===== src/rtl/seq_pipe_arb_2stage.sv =====
// Two-requester round-robin arbiter feeding a two-stage valid/ready pipeline.
// S1 drives the output channel directly; S0 is refilled from the granted requester.
module seq_pipe_arb_2stage #(
    parameter int NBITS = 8
) (
    input  logic             clk,
    input  logic             reset_n,
    input  logic             flush,
    input  logic             in0_val,
    output logic             in0_rdy,
    input  logic [NBITS-1:0] in0_data,
    input  logic             in1_val,
    output logic             in1_rdy,
    input  logic [NBITS-1:0] in1_data,
    output logic             out_val,
    input  logic             out_rdy,
    output logic [NBITS-1:0] out_data,
    output logic             out_tag,
    output logic [1:0]       occupancy
);

    logic             s0_vld_q, s0_vld_d;
    logic             s0_tag_q, s0_tag_d;
    logic [NBITS-1:0] s0_data_q, s0_data_d;
    logic             s1_vld_q, s1_vld_d;
    logic             s1_tag_q, s1_tag_d;
    logic [NBITS-1:0] s1_data_q, s1_data_d;
    logic             ptr_q, ptr_d;

    logic s1_free;
    logic s0_free;
    logic any_req;
    logic gnt;
    logic accept;

    always_comb begin
        s1_free = !s1_vld_q || out_rdy;
        s0_free = !s0_vld_q || s1_free;
        any_req = in0_val || in1_val;
        // Pointer only matters under contention; a lone requester always wins.
        gnt     = (in0_val && in1_val) ? ptr_q : in1_val;
        accept  = any_req && s0_free && !flush;
    end

    // Gating with reset_n keeps both ready lines low while reset is held.
    assign in0_rdy = reset_n && accept && !gnt;
    assign in1_rdy = reset_n && accept && gnt;

    always_comb begin
        s0_vld_d  = s0_vld_q;
        s0_tag_d  = s0_tag_q;
        s0_data_d = s0_data_q;
        s1_vld_d  = s1_vld_q;
        s1_tag_d  = s1_tag_q;
        s1_data_d = s1_data_q;
        ptr_d     = ptr_q;
        if (flush) begin
            s0_vld_d = 1'b0;
            s1_vld_d = 1'b0;
        end else begin
            if (s1_free) begin
                s1_vld_d  = s0_vld_q;
                s1_tag_d  = s0_tag_q;
                s1_data_d = s0_data_q;
            end
            if (s0_free) begin
                s0_vld_d = accept;
                if (accept) begin
                    s0_tag_d  = gnt;
                    s0_data_d = gnt ? in1_data : in0_data;
                end
            end
            if (accept) begin
                ptr_d = !gnt;
            end
        end
    end

    always_ff @(posedge clk or negedge reset_n) begin
        if (!reset_n) begin
            s0_vld_q  <= 1'b0;
            s0_tag_q  <= 1'b0;
            s0_data_q <= '0;
            s1_vld_q  <= 1'b0;
            s1_tag_q  <= 1'b0;
            s1_data_q <= '0;
            ptr_q     <= 1'b0;
        end else begin
            s0_vld_q  <= s0_vld_d;
            s0_tag_q  <= s0_tag_d;
            s0_data_q <= s0_data_d;
            s1_vld_q  <= s1_vld_d;
            s1_tag_q  <= s1_tag_d;
            s1_data_q <= s1_data_d;
            ptr_q     <= ptr_d;
        end
    end

    assign out_val   = s1_vld_q;
    assign out_data  = s1_data_q;
    assign out_tag   = s1_tag_q;
    assign occupancy = {1'b0, s0_vld_q} + {1'b0, s1_vld_q};

endmodule


===== config.mk =====
export PLATFORM = sky130hd
export DESIGN_NAME = seq_pipe_arb_2stage
export DESIGN_NICKNAME = d
export VERILOG_FILES = /design/src/rtl/seq_pipe_arb_2stage.sv
export SDC_FILE = /design/constraint.sdc
export NUM_CORES = 1
export LEC_CHECK = 0
export BUFFER_PORTS_ARGS = -buffer_cell sky130_fd_sc_hd__buf_2
export CORE_MARGIN = 2
export CORE_UTILIZATION = 45
export DETAILED_ROUTE_END_ITERATION = 6
export PLACE_DENSITY = 0.72
export REMOVE_ABC_BUFFERS = 1
export SLEW_MARGIN = 30
export SYNTH_ARGS = -nofsm -noshare
export SYNTH_HDL_FRONTEND = slang
export SYNTH_SLANG_ARGS = --single-unit

===== constraint.sdc =====
create_clock -name clk -period 1.7 [get_ports clk]
set_input_delay 0.085 -clock clk [delete_from_list [all_inputs] [get_ports clk]]
set_output_delay 0.085 -clock clk [all_outputs]
set_load 0.01 [all_outputs]

==> impl_results.rst <==
.. list-table::
   :header-rows: 1

   * - Metric
     - Value
   * - Count of endpoints failing setup in the final report
     - 0
   * - Routed wirelength normalized by instance count
     - 14.8 µm
   * - Clock root buffer
     - sky130_fd_sc_hd__clkbuf_4
   * - Register clock-pin slew on the reported worst setup and hold paths
     - about 120 ps
   * - Post-synthesis instance area
     - 977 µm²
   * - Row cnt
     - 16
   * - Worst EP required
     - 1620 ps
   * - Wire length of the first global-routing pass
     - 3.79 mm
   * - Total congestion overflow after global routing
     - 0
   * - Depth of the worst register-to-register path
     - 3
   * - Fraction of the mapped netlist area in simple logic gates
     - 13.2%
   * - Part of the Yosys area used for sequential elements
     - 53.8%
   * - Dominant cell type by area after synthesis
     - sky130_fd_sc_hd__dfrtp_1
   * - Maximum fanout along the worst path
     - 10
   * - Worst EP arrival
     - 1490 ps
   * - Antenna-violating nets left
     - 0
   * - Highest Clock Rate
     - between 0.6 and 0.7 GHz
   * - Type of the worst setup path
     - reg2out
   * - Final sum of negative setup slack
     - 0 ps
   * - R2r setup slk
     - 150 ps
   * - Startpoint of the worst-slack reg-to-reg timing path
     - out_val$_DFFE_PN0P_
   * - Run status
     - finished, final reports clean
   * - CTS buffer count
     - 3
   * - Source of the worst hold timing path
     - in1_data[7]
   * - Type of destination of the critical path
     - output pin
   * - Number of stages on the worst hold path
     - 3
   * - Post-synthesis compound-gate area fraction
     - 15.9%
   * - Vertical die dimension
     - around 51 µm
   * - Mean instance size in the synthesized netlist
     - ~11 µm²
   * - Clock buffer depth
     - 2
   * - XOR/XNOR Fraction of Synth Area
     - 0%
   * - Number of iterations in the first detailed-routing pass
     - 4
   * - Adder-cell share of the synthesized area
     - 1.28%
   * - Routed vias/inst
     - 5.32
   * - Fillers
     - ~190
   * - Count of non-filler cells in the finished layout
     - 152
   * - Time the worst path needs with I/O delays and setup
     - 1580 ps
   * - Total instance count after detailed placement
     - 146
   * - DRC Markers
     - 0
   * - Clk_lat worst skew
     - 290 ps
   * - Kind of path behind the tightest hold check
     - in2reg
   * - Static power due to leakage
     - 0.573 nW
   * - Gate count of the mapped netlist
     - 85
   * - Fin nets
     - between 100 and 150
   * - Actual transition at the worst max-transition pin
     - 487 ps
   * - Die ar.
     - about 2600 µm²
   * - DIE WIDTH
     - 50.6 µm
   * - Initial antenna violation count
     - 0
   * - I/O pin total
     - 36
   * - Finished layout cell area
     - 1230 µm²
   * - Main combinational cell family by area after synthesis
     - compound AO/OA/AOI/OAI gates
   * - Area inside the core boundary
     - around 2000 µm²
   * - Cells traversed along the worst timing path
     - and2b_1 -> nor2_1 -> and3b_1 -> buf_2
   * - Number of cells upsized or downsized after cts
     - 0
   * - Ratio of cells with drive above 1 in the final layout
     - 45.6%
   * - CP max-delay cell
     - sky130_fd_sc_hd__dfrtp_1
   * - Detailed Place HPWL
     - approximately 1.6 mm
   * - Synth top area cells
     - sky130_fd_sc_hd__dfrtp_1 (54%), sky130_fd_sc_hd__mux2_2 (10%), sky130_fd_sc_hd__nand3b_1 (6.9%), sky130_fd_sc_hd__a21oi_1 (5.6%), sky130_fd_sc_hd__a31oi_1 (5.1%)
   * - Number of pins with negative max-slew slack in the final report
     - 0
   * - Portion of netlist area occupied by mux cells
     - between 10% and 20%
   * - Number of failing hold endpoints at the final stage
     - 0
   * - Count of routing violations after the opening detailed-route iteration
     - 15
   * - IO buf count
     - 35
   * - Synthesized flop and latch total
     - 21
   * - Aggregate global-route resource usage
     - 19.9%
   * - Gpl congestion
     - 0.824
   * - Vias in the first global route
     - 828
   * - Proportion of netlist area held by the largest area contributor
     - 53.8%
   * - Largest net degree at the start of global routing
     - 18
   * - Max Cap Violations
     - 0
   * - Initial Util
     - between 40 and 50%
   * - Maximum cell stage delay along the critical path
     - 360 ps
   * - Number of distinct library cell variants in the gate-level netlist after synthesis
     - 20
   * - Number of sinks handled by clock tree synthesis
     - 21
   * - CTS tree
     - yes
   * - Ant. Diodes
     - 0
   * - Power density of the placed cells
     - roughly 950 nW/µm²
   * - Max-slew headroom
     - 67.5%
   * - Ys Warns
     - 0
   * - Capture point of the worst reg-to-reg path
     - out_data[4]$_DFFE_PN0P_
   * - Number of levels in the clock H-tree
     - 1
   * - Growth of design area from synthesis to finish
     - 25.7%
   * - Post-route fraction of the period consumed by the critical path
     - 92.8%
   * - Worst hold endpoint
     - s0_data_q[7]$_DFFE_PN0P_
   * - Worst Clk Skew
     - 3.87 ps
   * - Wire length reported by the detailed router
     - 2.25 mm
   * - Worst vdd rail ir drop
     - around 0.57 mV
   * - Number of post-CTS setup repair buffers
     - 0
   * - RSZ-0062 raised after global routing
     - no
   * - Post-Place Cell Area
     - roughly 1200 µm²
   * - Total vias in the final route
     - 808
   * - Nature of the critical path startpoint
     - flop
==> worst max-delay path: cells and delay by family (launching register included) <==
family,cells,cell delay [ps]
buf+inv,1,130
flops,1,360
simple gates,3,710
==> worst max-delay path by stage <==
stage,start,endpoint,cells after the start
6_report,ptr_q$_DFFE_PN0P_,in0_rdy,4
5_1_grt,ptr_q$_DFFE_PN0P_,in0_rdy,4
4_1_cts,ptr_q$_DFFE_PN0P_,in0_rdy,4
3_5_place_dp,out_val$_DFFE_PN0P_,out_data[4]$_DFFE_PN0P_,3
3_3_place_gp,out_val$_DFFE_PN0P_,out_data[0]$_DFFE_PN0P_,3
2_1_floorplan,out_val$_DFFE_PN0P_,out_data[0]$_DFFE_PN0P_,3
==> cell usage in the layout, fill, tap and decap left out <==
| cell type | instances |
|---|---|
| sky130_fd_sc_hd__a21oi_1 | 11 |
| sky130_fd_sc_hd__ha_1 | 1 |
| sky130_fd_sc_hd__nor2_1 | 4 |
| sky130_fd_sc_hd__mux2_4 | 1 |
| sky130_fd_sc_hd__and2b_1 | 1 |
| sky130_fd_sc_hd__and3_1 | 1 |
| sky130_fd_sc_hd__a31oi_1 | 8 |
| sky130_fd_sc_hd__nand3b_1 | 9 |
| sky130_fd_sc_hd__and2_4 | 1 |
| sky130_fd_sc_hd__mux2_2 | 9 |
| sky130_fd_sc_hd__buf_2 | 35 |
| sky130_fd_sc_hd__dlygate4sd3_1 | 2 |
| sky130_fd_sc_hd__and3b_1 | 1 |
| sky130_fd_sc_hd__o21ai_0 | 8 |
| sky130_fd_sc_hd__and2b_2 | 1 |
| sky130_fd_sc_hd__o21ba_2 | 1 |
| sky130_fd_sc_hd__dfrtp_1 | 21 |
| sky130_fd_sc_hd__nor2_2 | 1 |
| sky130_fd_sc_hd__clkbuf_4 | 3 |
| sky130_fd_sc_hd__buf_4 | 4 |
| sky130_fd_sc_hd__inv_1 | 1 |
| sky130_fd_sc_hd__clkinv_2 | 1 |
==> state kept, by name (all words and copies together), names as in the netlist <==
register,count
out_data,8
s0_data_q,8
ptr_q,1
out_val,1
s0_tag_q,1
s0_vld_q,1
out_tag,1
==> power breakdown <==
part           switching [W]  total (W)  internal (W)
Sequential         0.0000460   0.000635      0.000589
Clock               0.000145   0.000232     0.0000873
Combinational       0.000145   0.000298      0.000153
Total               0.000335    0.00117      0.000830
==> metrics by stage <==
stage / util, % / power (W) / hold WS (ps) / setup slack (ps)
2_1_floorplan: - / 0.000803 / -211 / 304
3_3_place_gp: 59.0 / 0.000931 / -85.6 / 239
3_5_place_dp: 59.0 / 0.000943 / -80.4 / 168
4_1_cts: 61.4 / 0.00117 / 51.0 / 116
5_1_grt: 61.4 / 0.00124 / 53.6 / 0.969
6_report: 61.4 / 0.00117 / 50.7 / 122
==> cell type report <==
class                           count  area (µm²)  share of cell area [%]
Sequential cell                    21         526                    42.8
Multi-Input combinational cell     58         413                    33.6
Timing Repair Buffer               41         225                    18.3
Tap cell                           27        33.8                    2.75
Clock buffer                        3        22.5                    1.83
Clock inverter                      1        5.00                   0.407
Inverter                            1        3.75                   0.305
==> cells by family after synthesis <==
kind of cell    after synthesis
mux                          10
buf+inv                       6
fa+ha+maj                     1
compound gates               28
flops                        21
simple gates                 19
==> what timing repair did <==
action / 4_1_cts / 5_1_grt
setup endpoints to repair: 0 / 0
hold buffers: 2 / 0
endpoints found under the hold margin: 23 / 0
==> metal layers <==
layer | up-vias | global-route usage [%] | routed length, µm
met5 | - | 0 | 0
met4 | 0 | 10.8 | 26
li1 | 390 | - | -
met3 | 2 | 1.79 | 53
met1 | 401 | 25.0 | 999
met2 | 15 | 33.8 | 1170
==> cell usage after synthesis, drive strengths merged <==
library cell,instances
dfrtp,21
a21oi,11
mux2,10
nand3b,9
a31oi,8
o21ai,8
nor2,5
buf,3
and2b,2
clkbuf,2
and2,1
and3,1
and3b,1
ha,1
inv,1
o21ba,1
No activity file was read; power rests on OpenSTA's default activity.
